## src/rtl/debug_pkg.sv

```systemverilog
// Shared encodings for the debug response serializer: FSM states,
// response size codes and the width of the remaining-byte counter.
// Pure declarations, no logic.
package debug_pkg;

   typedef enum logic [2:0] {
      ST_IDLE      = 3'd0,
      ST_SEND      = 3'd1,
      ST_WAIT_LOW  = 3'd2,
      ST_WAIT_HIGH = 3'd3,
      ST_FINISH    = 3'd4
   } state_t;

   // size field holds byte count minus one
   localparam logic [1:0] SZ_BYTE = 2'b00;
   localparam logic [1:0] SZ_WORD = 2'b11;

   // counts 1..4 remaining bytes, so one spare bit above the size code
   localparam int BCNT_W = 3;

   function automatic logic [BCNT_W-1:0] size_to_count(input logic [1:0] sz);
      return BCNT_W'(sz) + BCNT_W'(1);
   endfunction

endpackage

```

## src/rtl/debug_tx_serializer.sv

```systemverilog
// Serializes a 1..4 byte debug response onto a byte-wide UART, MSB- or LSB-first.
// Latency: first tx_start one cycle after cmd_valid when tx_ready is already high.
// Backpressure: each byte waits for tx_ready to fall then rise; a stalled UART aborts via timeout.
module debug_tx_serializer
   import debug_pkg::*;
#(
   parameter bit          LSB_FIRST      = 1'b0,
   parameter int unsigned TIMEOUT_CYCLES = 1000000
) (
   input  logic        clk,
   input  logic        reset,
   input  logic        cmd_valid,
   input  logic [31:0] result,
   input  logic [1:0]  size,
   input  logic        tx_ready,
   output logic [7:0]  tx_data,
   output logic        tx_start,
   output logic        busy,
   output logic        done,
   output logic        timeout,
   output logic        overrun
);

   localparam int TMO_W = (TIMEOUT_CYCLES > 2) ? $clog2(TIMEOUT_CYCLES) : 1;
   localparam logic [TMO_W-1:0] TMO_LAST = TMO_W'(TIMEOUT_CYCLES - 1);

   state_t            state;
   state_t            state_nxt;
   logic [31:0]       shift_reg;
   logic [BCNT_W-1:0] byte_cnt;
   logic [TMO_W-1:0]  tmo_cnt;
   logic [7:0]        tx_data_q;
   logic [7:0]        cur_byte;
   logic [4:0]        align_sh;
   logic              load;
   logic              send;
   logic              tmo_hit;

   // MSB-first: pre-shift so byte[size] sits in the top lane and the
   // unused upper bytes fall off; LSB-first just sends from the bottom lane.
   assign align_sh = {SZ_WORD - size, 3'b000};
   assign cur_byte = LSB_FIRST ? shift_reg[7:0] : shift_reg[31:24];
   assign tmo_hit  = (tmo_cnt == TMO_LAST);
   assign busy     = (state != ST_IDLE);

   // The byte is presented combinationally on the launch cycle, then held.
   assign tx_data  = tx_start ? cur_byte : tx_data_q;

   // Next-state decode and single-cycle strobes; reset suppresses all strobes.
   always_comb begin
      state_nxt = state;
      load      = 1'b0;
      send      = 1'b0;
      tx_start  = 1'b0;
      done      = 1'b0;
      timeout   = 1'b0;
      case (state)
         ST_IDLE: begin
            if (cmd_valid) begin
               load      = 1'b1;
               state_nxt = ST_SEND;
            end
         end
         ST_SEND: begin
            if (tmo_hit) begin
               timeout   = 1'b1;
               state_nxt = ST_IDLE;
            end else if (tx_ready) begin
               send      = 1'b1;
               tx_start  = 1'b1;
               state_nxt = ST_WAIT_LOW;
            end
         end
         ST_WAIT_LOW: begin
            if (tmo_hit) begin
               timeout   = 1'b1;
               state_nxt = ST_IDLE;
            end else if (!tx_ready) begin
               state_nxt = ST_WAIT_HIGH;
            end
         end
         ST_WAIT_HIGH: begin
            if (tmo_hit) begin
               timeout   = 1'b1;
               state_nxt = ST_IDLE;
            end else if (tx_ready) begin
               state_nxt = (byte_cnt != '0) ? ST_SEND : ST_FINISH;
            end
         end
         ST_FINISH: begin
            done      = 1'b1;
            state_nxt = ST_IDLE;
         end
         default: state_nxt = ST_IDLE;
      endcase
      if (reset) begin
         tx_start = 1'b0;
         done     = 1'b0;
         timeout  = 1'b0;
      end
   end

   // State, datapath, dwell timer and sticky overrun flag.
   always_ff @(posedge clk) begin
      if (reset) begin
         state     <= ST_IDLE;
         shift_reg <= '0;
         byte_cnt  <= '0;
         tmo_cnt   <= '0;
         tx_data_q <= '0;
         overrun   <= 1'b0;
      end else begin
         state <= state_nxt;

         // timer measures dwell in the current wait state only
         if ((state_nxt != state) || (state == ST_IDLE) || (state == ST_FINISH)) begin
            tmo_cnt <= '0;
         end else begin
            tmo_cnt <= tmo_cnt + 1'b1;
         end

         if (load) begin
            shift_reg <= LSB_FIRST ? result : (result << align_sh);
            byte_cnt  <= size_to_count(size);
         end else if (send) begin
            shift_reg <= LSB_FIRST ? (shift_reg >> 8) : (shift_reg << 8);
            byte_cnt  <= byte_cnt - 1'b1;
            tx_data_q <= cur_byte;
         end

         // FINISH counts as busy, so a command on the return-to-idle edge is rejected
         if (cmd_valid && (state != ST_IDLE)) begin
            overrun <= 1'b1;
         end
      end
   end

endmodule

```

## config.mk

```make
export PLATFORM = sky130hd
export DESIGN_NAME = debug_tx_serializer
export DESIGN_NICKNAME = d
export VERILOG_FILES = /design/src/rtl/debug_pkg.sv /design/src/rtl/debug_tx_serializer.sv
export SDC_FILE = /design/constraint.sdc
export NUM_CORES = 1
export LEC_CHECK = 0
export ABC_AREA = 1
export BUFFER_PORTS_ARGS = -buffer_cell sky130_fd_sc_hd__buf_2
export CORE_MARGIN = 2
export CORE_UTILIZATION = 44
export CTS_CLUSTER_DIAMETER = 100
export DETAILED_ROUTE_END_ITERATION = 6
export PLACE_DENSITY = 0.71
export SLEW_MARGIN = 10
export SYNTH_ARGS = -nofsm -noshare
export SYNTH_HDL_FRONTEND = slang
export SYNTH_SLANG_ARGS = --single-unit
```

## constraint.sdc

```tcl
create_clock -name clk -period 2.4 [get_ports clk]
set_clock_uncertainty 0.2 [all_clocks]
set_input_delay 0.36 -clock clk [delete_from_list [all_inputs] [get_ports clk]]
set_output_delay 0.36 -clock clk [all_outputs]
set_load 0.05 [all_outputs]
```

==> results.md, run 1 <==
* TritonCTS Buffers at 9
* Clock Sink Count at 67
* Routed via count divided by cell count at 4.92
* Signed area change from the synthesized netlist to the final layout at 18.5%
* Average wire per standard cell at 11.7 um
* TritonCTS clock tree: done
* Vertical die dimension at 97.0 um
* Cells after synthesis at 572
* Least-Margin Pin Slew at 0.638 ns
* # setup viols final at 0
* Post-detailed-routing wire length at 8590 um
* IR drop worst, VDD at 0.198 mV
* Distinct cell type count after synthesis at 34
* # port buffers at 50
* Largest family of logic cells by synthesized area: simple AND/OR/NAND/NOR gates
* F_max at 435 MHz
* Leakage Power at 0.00185 uW
* Number of pins with negative max-slew slack in the final report at 0
* Placed standard-cell area at 4170 um2
* Beginning of the worst hold path: cmd_valid
* Critical Path RT at 1.84 ns
* Post-Place Cells at 715
* Clock-pin slew reported for the worst setup and hold paths after clock tree synthesis at 0.07 ns
* Count of TritonRoute iterations in the first routing pass at 6
* Power per cell area at 566 nW/um2
* Antenna violations before repair at 0
* Count of synthesis-stage warnings from yosys at 0
* Maximum number of pins on one net before global-route repair at 36
* Longest Clk Path Bufs at 2
* Run status: completed
* Total Die Area at 9410 um2
* Fraction of the cycle the final worst path needs at 95.8%
* Crit. End Element: output pin
* Max-Slew Margin vs Limit at 57.4%
* Initial DRC count at 145
* Post-Synth Simple-Gate Area at 37.5%
* Fraction of layout instances using a drive strength above 1 at 22.3%
* Critical Path Start: tmo_cnt[0]$_SDFF_PP0_
* Core area at 8300 um2
* Final Hold Violating Endpoints at 0
* Largest register FFs at 32
* Seq/Total Area, Yosys at 35.2%
* Reg2Reg Launch Point: state[2]$_SDFF_PP0_
* Average footprint of a synthesized cell at 6.65 um2
* Number of routed nets with antenna violations at 0
* Total I/O pin count at 51
* CTS Root Buffer Type: clkbuf_8
* Class of the worst hold path: input port to register
* Complex-gate fraction of the synthesized area at 12.6%
* Detailed placer's ending HPWL at 6160 um
* Final design instance area without fill at 4510 um2
* Synthesis-stage register bit count at 67
* Vias in the first global route at 3343
* H-Tree Depth at 3
* Final weighted congestion of routability-driven global placement at 0.831
* Adder-cell share of the synthesized area at 1.31%
* Number of diodes at 0
* Placement row count at 33
* Final min period at 2.30 ns
* Maximum fanout along the worst path at 9
* Max cap viols at 0
* Core Util, Final at 54.3%
* Mapped Area at 3810 um2
* First-pass GRT wire length at 14700 um
* Critical Path Start Type: register
* Multiplexer fraction of the synthesized cell area at 0%
* Source-to-sink clock delay at the later pin of the worst-skew pair at 0.34 ns
* Total grt overflow at 0
* Arrival time of data at the critical path endpoint at 1.74 ns
* Type of the worst setup path: register to output pin
* Total global-route track usage at 18.5%
* Horizontal die dimension at 97.0 um
* DRC viols at 0
* Routed vias at 3621
* Syn_nets at 614
* Post-layout instance count excluding filler cells at 736
* Initial core utilization at 45.9%
* RSZ-0062 raised after global routing: no
* Number of hold buffers added after CTS at 0
* Post-Synth XOR/XNOR Area at 4.14%
* Final TNS setup at 0 ns
* Nets at 668
## layer usage
| layer | routed length [um] | vias to the layer above | share of wire (%) | GRT usage (%) |
|---|---|---|---|---|
| li1 | - | 1919 | - | - |
| met1 | 4270 | 1619 | 50 | 23.9 |
| met2 | 3870 | 72 | 45 | 31.0 |
| met3 | 318 | 11 | 3.7 | 3.11 |
| met4 | 134 | 0 | 1.6 | 6.83 |
| met5 | 0 | - | 0 | 0 |
## stage by stage
stage / hold slack [ns] / setup slack, ns / power [uW]
CTS: 0.107 / 0.0103 / 2560
global placement: 0.248 / 0.183 / 1720
global route: 0.139 / 0.0197 / 2680
floorplan: 0.239 / 0.00665 / 1610
detailed placement: 0.254 / 0.0976 / 1720
finish: 0.108 / 0.100 / 2550
## cell usage after synthesis
master    count  area [um2]
dfxtp_1      67        1340
nor3_4        1        16.3
o21a_1        7        52.6
nor3_2        1        10.0
nand2_1     193         724
nand3_1      28         140
nor2_1       52         195
nand2_8       2        40.0
o211ai_1      7        52.6
nand2_2       2        12.5
xnor2_1       5        43.8
inv_1        44         165
buf_6         3        33.8
nor4_1        1        6.26
buf_8         2        30.0
nor3_1        6        30.0
nand3_4       2        35.0
a31oi_1       2        12.5
and3_1        1        6.26
ha_1          4        50.1
nand4_1       5        31.3
nor2_4        2        22.5
clkbuf_1     13        48.8
xor2_1       13         114
inv_6         1        8.76
a21oi_1      45         225
buf_4         3        22.5
inv_2         4        15.0
nor2_2       23         144
clkinv_1      1        3.75
a21oi_2       2        17.5
buf_2         4        20.0
nand3b_1      2        15.0
o21ai_0      24         120
## repair_timing
action / 4_1_cts / 5_1_grt
gates cloned: 1 / 0
pin swaps: 2 / 3
gates resized for setup: 15 / 26
setup endpoints to repair: 10 / 10
buffers inserted: 1 / 3
## final cells by class
class	instances	area, um2
clock buffer	14	163
clock inverter	2	10.0
fill	816	3790
inverter	50	203
multi-input combinational	431	2220
sequential	67	1350
tap	105	131
timing repair buffer	67	434
## worst max-delay path, cell delays in order (launching register included)
cell,delay (ns)
dfxtp_2,0.35
ha_4,0.15
nand3_4,0.09
nor2_4,0.14
nand3_4,0.11
nand2_8,0.09
inv_4,0.05
nand2_8,0.08
inv_8,0.05
nand2_1,0.07
nand2_2,0.05
buf_6,0.14
## worst paths after layout
| path | cells after the start | end | slack, ns |
|---|---|---|---|
| worst min-delay path | 3 | overrun$_SDFFE_PP0P_ | 0.11 |
| worst min register to register | 2 | shift_reg[7]$_SDFFE_PP0P_ | 0.26 |
| worst max-delay path | 11 | tx_data[5] | 0.10 |
| worst max register to register | 9 | tmo_cnt[0]$_SDFF_PP0_ | 0.28 |
## kinds of logic (layout without fill, tap and decap cells)
kind of cell | Yosys count | after routing
fa+ha+maj | 4 | 4
buf+inv | 75 | 133
xor+xnor | 18 | 18
simple gates | 321 | 322
flops | 67 | 67
compound gates | 87 | 87
## layout by cell type (no fill, tap or decap), types with 14 or more instances in the layout
master,instances
buf_2,41
dfxtp_1,64
nor2_2,23
o21ai_0,24
a21oi_1,45
nand2_1,181
nand2_2,14
inv_1,44
nor2_1,51
nand3_1,26
buf_4,18
## where the power goes
part	total [uW]	internal, uW	switching, uW
logic	530	182	348
clock network	831	429	401
registers	1190	1160	32.8
Note: power is estimated with default switching activity, not from simulation.
==> run 2, diff against run 1 <==
--- a/config.mk
+++ b/config.mk
@@ -8,10 +8,10 @@
 export ABC_AREA = 1
 export BUFFER_PORTS_ARGS = -buffer_cell sky130_fd_sc_hd__buf_2
 export CORE_MARGIN = 2
-export CORE_UTILIZATION = 44
+export CORE_UTILIZATION = 45
 export CTS_CLUSTER_DIAMETER = 100
 export DETAILED_ROUTE_END_ITERATION = 6
-export PLACE_DENSITY = 0.71
+export PLACE_DENSITY = 0.72
 export SLEW_MARGIN = 10
 export SYNTH_ARGS = -nofsm -noshare
 export SYNTH_HDL_FRONTEND = slang
==> run 2 against run 1 <==
Register-to-register slack about the same. Total power grew 4.0%. Cell area is 1.1% higher. Maximum frequency barely moved. Sequential cell count unchanged. Final cell count grew 0.14%. Clock-buffer cell count shrank 3. Global-route usage rose by 1.0 points. Sequential power is essentially flat. Non-clock buffer count did not move. Utilization grew 1.1 points. Critical path type unchanged. Largest cell class unchanged. Largest power group unchanged. Highest routed layer unchanged.
==> results.md, run 2 (synthesis gave the netlist of run 1 again) <==
* Power per cell area at 583 nW/um2
* Final min period at 2.30 ns
* Setup slack after layout at 0.102 ns
* Total global-route track usage at 19.5%
* Max cap viols at 0
* Type of the worst setup path: register to output pin
* Number of hold buffers added after CTS at 0
* TritonCTS clock tree: done
* Final design instance area without fill at 4560 um2
* Horizontal die dimension at 96.0 um
* Clock-pin slew reported for the worst setup and hold paths after clock tree synthesis at 0.07 ns
* Detailed placer's ending HPWL at 6120 um
* Critical Path Start Type: register
* Maximum fanout along the worst path at 6
* Total Die Area at 9210 um2
* Total of fill cells in the finished design at 786
* Fraction of the cycle the final worst path needs at 95.8%
* Number of pins with negative max-slew slack in the final report at 0
* First-pass GRT wire length at 14200 um
* H-Tree Depth at 3
* Most frequent cells in the layout: 176 x nand2_1, 63 x dfxtp_1, 51 x nor2_1
* Pre-CTS setup slack at 0.126 ns
* Crit. End Element: output pin
* Final Total Pwr at 2660 uW
* Clock network fraction of design power at 34.9%
* Post-Place Cells at 717
* Source-to-sink clock delay at the later pin of the worst-skew pair at 0.34 ns
* Routed vias at 3650
* Class of the worst hold path: input port to register
* Critical Path RT at 1.84 ns
* Signed area change from the synthesized netlist to the final layout at 19.8%
* Number of diodes at 0
* Post-layout instance count excluding filler cells at 737
* Combinational power share at 20.1%
* Total grt overflow at 0
* Number of routed nets with antenna violations at 0
* IR drop worst, VDD at 0.329 mV
* DRC viols at 0
* Run status: completed
* Sequential share of power at 45.0%
* Count of TritonRoute iterations in the first routing pass at 5
* Leading cell type in the layout, fill and taps excluded: nand2_1
* Initial DRC count at 189
* Nets at 669
* Routed via count divided by cell count at 4.95
* Hold Worst Slack at 0.109 ns
* # port buffers at 50
* Final weighted congestion of routability-driven global placement at 0.855
* Fraction of layout instances using a drive strength above 1 at 23.7%
* TritonCTS Buffers at 9
* Post-detailed-routing wire length at 8550 um
* Switching Fraction at 30.3%
* Final Hold Violating Endpoints at 0
* Largest register FFs at 32
* Arrival time of data at the critical path endpoint at 1.74 ns
* Placement row count at 33
* Vertical die dimension at 96.0 um
* Placed standard-cell area at 4180 um2
* Maximum number of pins on one net before global-route repair at 36
* Antenna violations before repair at 0
* # setup viols final at 0
* Initial core utilization at 46.3%
* Total I/O pin count at 51
* Average wire per standard cell at 11.6 um
* Least-Margin Pin Slew at 0.459 ns
* Max-Slew Margin vs Limit at 69.4%
* Sw power at 804 uW
* Longest Clk Path Bufs at 2
* F_max at 435 MHz
* Core area at 8220 um2
* Vias in the first global route at 3098
* CTS Root Buffer Type: clkbuf_8
* Internal power at 1850 uW
* Leakage Power at 0.00188 uW
* Clock Sink Count at 67
[run 2: cell count changes in the layout (fill, tap and decap cells not counted), moves of 2 or more]
cell / delta
nand2_2: +5
dfxtp_4: -2
buf_8: +2
dfxtp_2: +3
clkbuf_1: -2
nand2_1: -5
[run 2: what timing repair did]
action	4_1_cts	5_1_grt
pin swaps	2	5
cloned	0	2
buffers inserted	1	1
setup endpoints to repair	10	10
resized for setup	18	30
endpoints found under the hold margin	0	0
[run 2: stage by stage]
step / TNS, ns / utilization (%)
3_3_place_gp: 0 / 50.9
3_5_place_dp: 0 / 50.9
4_1_cts: 0 / 54.1
6_report: 0 / 55.5
5_1_grt: -0.00411 / 55.5
2_1_floorplan: 0 / -
[run 2: path summary, 6_finish.rpt]
path	start	endpoint	slack, ns	depth (start not counted)
hold / removal	cmd_valid	overrun$_SDFFE_PP0P_	0.11	3
setup / recovery	tmo_cnt[0]$_SDFF_PP0_	tx_data[4]	0.10	11
setup reg to reg	tmo_cnt[0]$_SDFF_PP0_	tmo_cnt[7]$_SDFF_PP0_	0.29	12
hold reg to reg	shift_reg[1]$_SDFFE_PP0P_	shift_reg[1]$_SDFFE_PP0P_	0.26	2
[run 2: final cells by class]
cell class | count | area [um2] | area share (%)
Timing Repair inverter | 1 | 6.26 | 0.137
Inverter | 50 | 203 | 4.45
Clock inverter | 5 | 52.6 | 1.15
Multi-Input combinational cell | 431 | 2230 | 49.0
Sequential cell | 67 | 1350 | 29.5
Timing Repair Buffer | 67 | 445 | 9.77
Clock buffer | 11 | 141 | 3.10
Tap cell | 105 | 131 | 2.88
[run 2: routing by layer]
| layer | GRT usage (%) | vias to the layer above | routed length [um] |
|---|---|---|---|
| li1 | - | 1924 | - |
| met4 | 7.38 | 0 | 107 |
| met2 | 30.6 | 100 | 3930 |
| met5 | 0 | - | 0 |
| met1 | 26.6 | 1616 | 4020 |
| met3 | 3.68 | 10 | 493 |
[run 2: power groups by stage]
stage / Clock (uW) / Combinational [uW] / Sequential, uW
after floorplan: 0 / 390 / 1220
after global placement: 0 / 498 / 1220
after detailed placement: 0 / 507 / 1220
after CTS: 948 / 517 / 1190
after global routing: 987 / 599 / 1200
final: 928 / 535 / 1200
[run 2: worst max-delay path, cell delays in order, from the launching register on]
cell,delay [ns]
dfxtp_2,0.36
ha_4,0.15
nand3_4,0.09
nor2_4,0.14
nand3_4,0.11
nand2_8,0.08
inv_4,0.05
nand2_8,0.10
inv_4,0.06
nand2_2,0.06
nand2_2,0.05
buf_6,0.14
==> run 3, diff against run 2 <==
--- a/config.mk
+++ b/config.mk
@@ -5,7 +5,6 @@
 export SDC_FILE = /design/constraint.sdc
 export NUM_CORES = 1
 export LEC_CHECK = 0
-export ABC_AREA = 1
 export BUFFER_PORTS_ARGS = -buffer_cell sky130_fd_sc_hd__buf_2
 export CORE_MARGIN = 2
 export CORE_UTILIZATION = 45
==> run 3 against run 2 <==
The run now ends with negative setup slack left. Die area down 2.8%. First-iteration DRC count down 12%. Sequential cell count unchanged. Register-to-register slack worse by 0.09 ns. Non-clock buffer count up 11. Largest cell class unchanged. Largest power group unchanged.
==> results.md, run 3 <==
* Run status: finished, violations left
* Violated checks: negative setup slack
* Count of synthesis-stage warnings from yosys at 0
* Nets at 510
* Distinct cell type count after synthesis at 53
* Placed standard-cell area at 4040 um2
* Most frequent cells after synthesis: 67 x dfxtp_1, 53 x nand2_1, 35 x nor2_1, 23 x a21oi_1, 23 x mux2_2
* Longest Clk Path Bufs at 2
* Critical Path Start Type: register
* Seq/Total Area, Yosys at 36.3%
* Terminus of the critical flop-to-flop path: shift_reg[16]$_SDFFE_PP0P_
* Initial core utilization at 45.7%
* Total of fill cells in the finished design at 735
* Setup slack after layout at -0.0637 ns
* Count of TritonRoute iterations in the first routing pass at 4
* IR drop worst, VDD at 0.315 mV
* Total I/O pin count at 51
* Clock-pin slew reported for the worst setup and hold paths after clock tree synthesis at 0.08 ns
* Critical Path RT at 1.84 ns
* Largest cells by area after synthesis: dfxtp_1 36%, mux2_2 7.0%, nor3_2 5.4%
* DRC viols at 0
* Power per cell area at 596 nW/um2
* Largest register FFs at 32
* Antenna violations before repair at 0
* Synthesis-stage register bit count at 67
* Core area at 8090 um2
* Number of hold buffers added after CTS at 0
* Max-Slew Margin vs Limit at 61.4%
* Max cap viols at 0
* Least-Margin Pin Slew at 0.573 ns
* Type of the worst setup path: register to output pin
* Post-detailed-routing wire length at 8800 um
* Placement row count at 33
* # port buffers at 50
* Total grt overflow at 0
* Worst reg2reg setup slack at 0.20 ns
* Initial DRC count at 167
* Number of diodes at 0
* Detailed placer's ending HPWL at 5860 um
* Total global-route track usage at 19.9%
* Arrival time of data at the critical path endpoint at 1.90 ns
* Final design instance area without fill at 4480 um2
* Leakage Power at 0.00168 uW
* Number of routed nets with antenna violations at 0
* Final weighted congestion of routability-driven global placement at 0.830
* Maximum fanout along the worst path at 5
* Total Die Area at 8950 um2
* Beginning of the worst hold path: result[6]
* Number of pins with negative max-slew slack in the final report at 0
* Core Util, Final at 55.3%
* Crit. End Element: output pin
* Primary flip-flop cell chosen by synthesis mapping: dfxtp_1
* Fraction of the cycle the final worst path needs at 103%
* Most numerous cell in the Yosys netlist: dfxtp_1
* First-pass GRT wire length at 14200 um
* Syn_nets at 452
* Most frequent cells in the layout: 53 x nand2_1, 53 x dfxtp_1, 42 x buf_2
* Vias in the first global route at 2963
* Number of flops mapped to enable cells by yosys at 0
* Cells after synthesis at 410
* Hold path endpoint: shift_reg[6]$_SDFFE_PP0P_
* CTS Root Buffer Type: clkbuf_8
* Final min period at 2.46 ns
* Class of the worst hold path: input port to register
* Fraction of layout instances using a drive strength above 1 at 36.8%
* Pre-CTS setup slack at 0.159 ns
* Mapped Area at 3700 um2
* # setup viols final at 8
* Source-to-sink clock delay at the later pin of the worst-skew pair at 0.35 ns
* RSZ-0062 raised after global routing: yes
* Final Hold Violating Endpoints at 0
* H-Tree Depth at 3
* Share of the synthesized area in the top cell type at 36.3%
* Average wire per standard cell at 15.2 um
* Cell taking the most area after synthesis: dfxtp_1
* Reg2Reg Launch Point: tmo_cnt[8]$_SDFF_PP0_
* Share of synthesized flip-flops with an asynchronous set or reset at 0%
* Horizontal die dimension at 94.6 um
* F_max at 406 MHz
* Reg2reg path depth at 6
* Sequential cell area at 1370 um2
* Clock Sink Count at 67
* TritonCTS clock tree: done
* WHS Path Cells at 3
* Signed area change from the synthesized netlist to the final layout at 21.1%
* Vertical die dimension at 94.6 um
* Average footprint of a synthesized cell at 9.01 um2
* TritonCTS Buffers at 9
* Maximum number of pins on one net before global-route repair at 55
* Multi-input gate area in the final layout at 2200 um2
* Routed vias at 3232
* Routed via count divided by cell count at 5.59
-- run 3: cell types whose count changed in the layout (fill, tap and decap cells not counted), sizes merged, moves of 20 or more --
cell,before,now
nor3,8,30
nand3,30,10
nor2,77,37
o21ai,24,4
nand2,198,54
a21oi,47,23
mux2,0,23
inv,50,6
-- run 3: cell families (layout without fill, tap and decap cells) --
group / after synthesis / after routing / share of synthesized area, %
xor gates and xnor gates: 18 / 18 / 4.27
and+or+nand+nor: 171 / 172 / 26.7
DFF: 67 / 67 / 36.3
buffers and inverters: 37 / 99 / 5.79
adders and majority gates: 4 / 4 / 1.35
muxes: 33 / 33 / 9.72
AOI/OAI and AO/OA: 80 / 80 / 15.9
-- run 3: worst max-delay path by stage --
| stage | to | start | depth (start not counted) |
|---|---|---|---|
| 2_1_floorplan | tx_data[0] | state[1]$_SDFF_PP0_ | 6 |
| 3_3_place_gp | tx_data[6] | tx_ready | 7 |
| 3_5_place_dp | tx_data[5] | tx_ready | 7 |
| 4_1_cts | tx_data[7] | tmo_cnt[8]$_SDFF_PP0_ | 6 |
| 5_1_grt | tx_data[5] | tmo_cnt[12]$_SDFF_PP0_ | 6 |
| 6_report | tx_data[5] | tmo_cnt[8]$_SDFF_PP0_ | 6 |
-- run 3: cell type report --
class	instances	share of cell area (%)
Sequential cell	67	30.6
Clock buffer	11	3.38
Inverter	5	0.419
Tap cell	105	2.94
Multi-Input combinational cell	307	49.1
Clock inverter	5	1.34
Timing Repair Buffer	78	12.1
-- run 3: stage by stage --
stage               total power, uW  TNS, ns  hold slack (ns)  cells
floorplan                      1560        0            0.232    410
global placement               1680        0            0.240    548
detailed placement             1690        0            0.245    548
CTS                            2680   -0.412           0.0720    572
global route                   2780   -0.615           0.0910    578
finish                         2670   -0.236           0.0819    578
-- run 3: power by group --
| part | internal (uW) | switching [uW] | total, uW |
|---|---|---|---|
| Sequential | 1160 | 35.6 | 1200 |
| Combinational | 189 | 295 | 484 |
| Clock | 540 | 448 | 988 |
-- run 3: worst max-delay path, cell delays in order, from the launching register on --
cell and delay, ns:
dfxtp_4 0.36, nor4b_4 0.28, nand2_2 0.12, o21ai_4 0.23, nor2_4 0.09, mux2_4 0.32
buf_8 0.15
-- run 3: repair_timing --
action                                 CTS  global route
buffers inserted                         7             6
resized for setup                       40             5
endpoints found under the hold margin    0             0
gates cloned                             1             0
setup endpoints to repair                8             8
pin swaps                                5             2
-- run 3: per-layer routing --
layer	track usage (%)	vias up	wire (um)
li1	-	1605	-
met2	31.0	80	4190
met5	0	-	0
met1	27.8	1540	4220
met4	7.49	0	85
met3	2.95	7	311
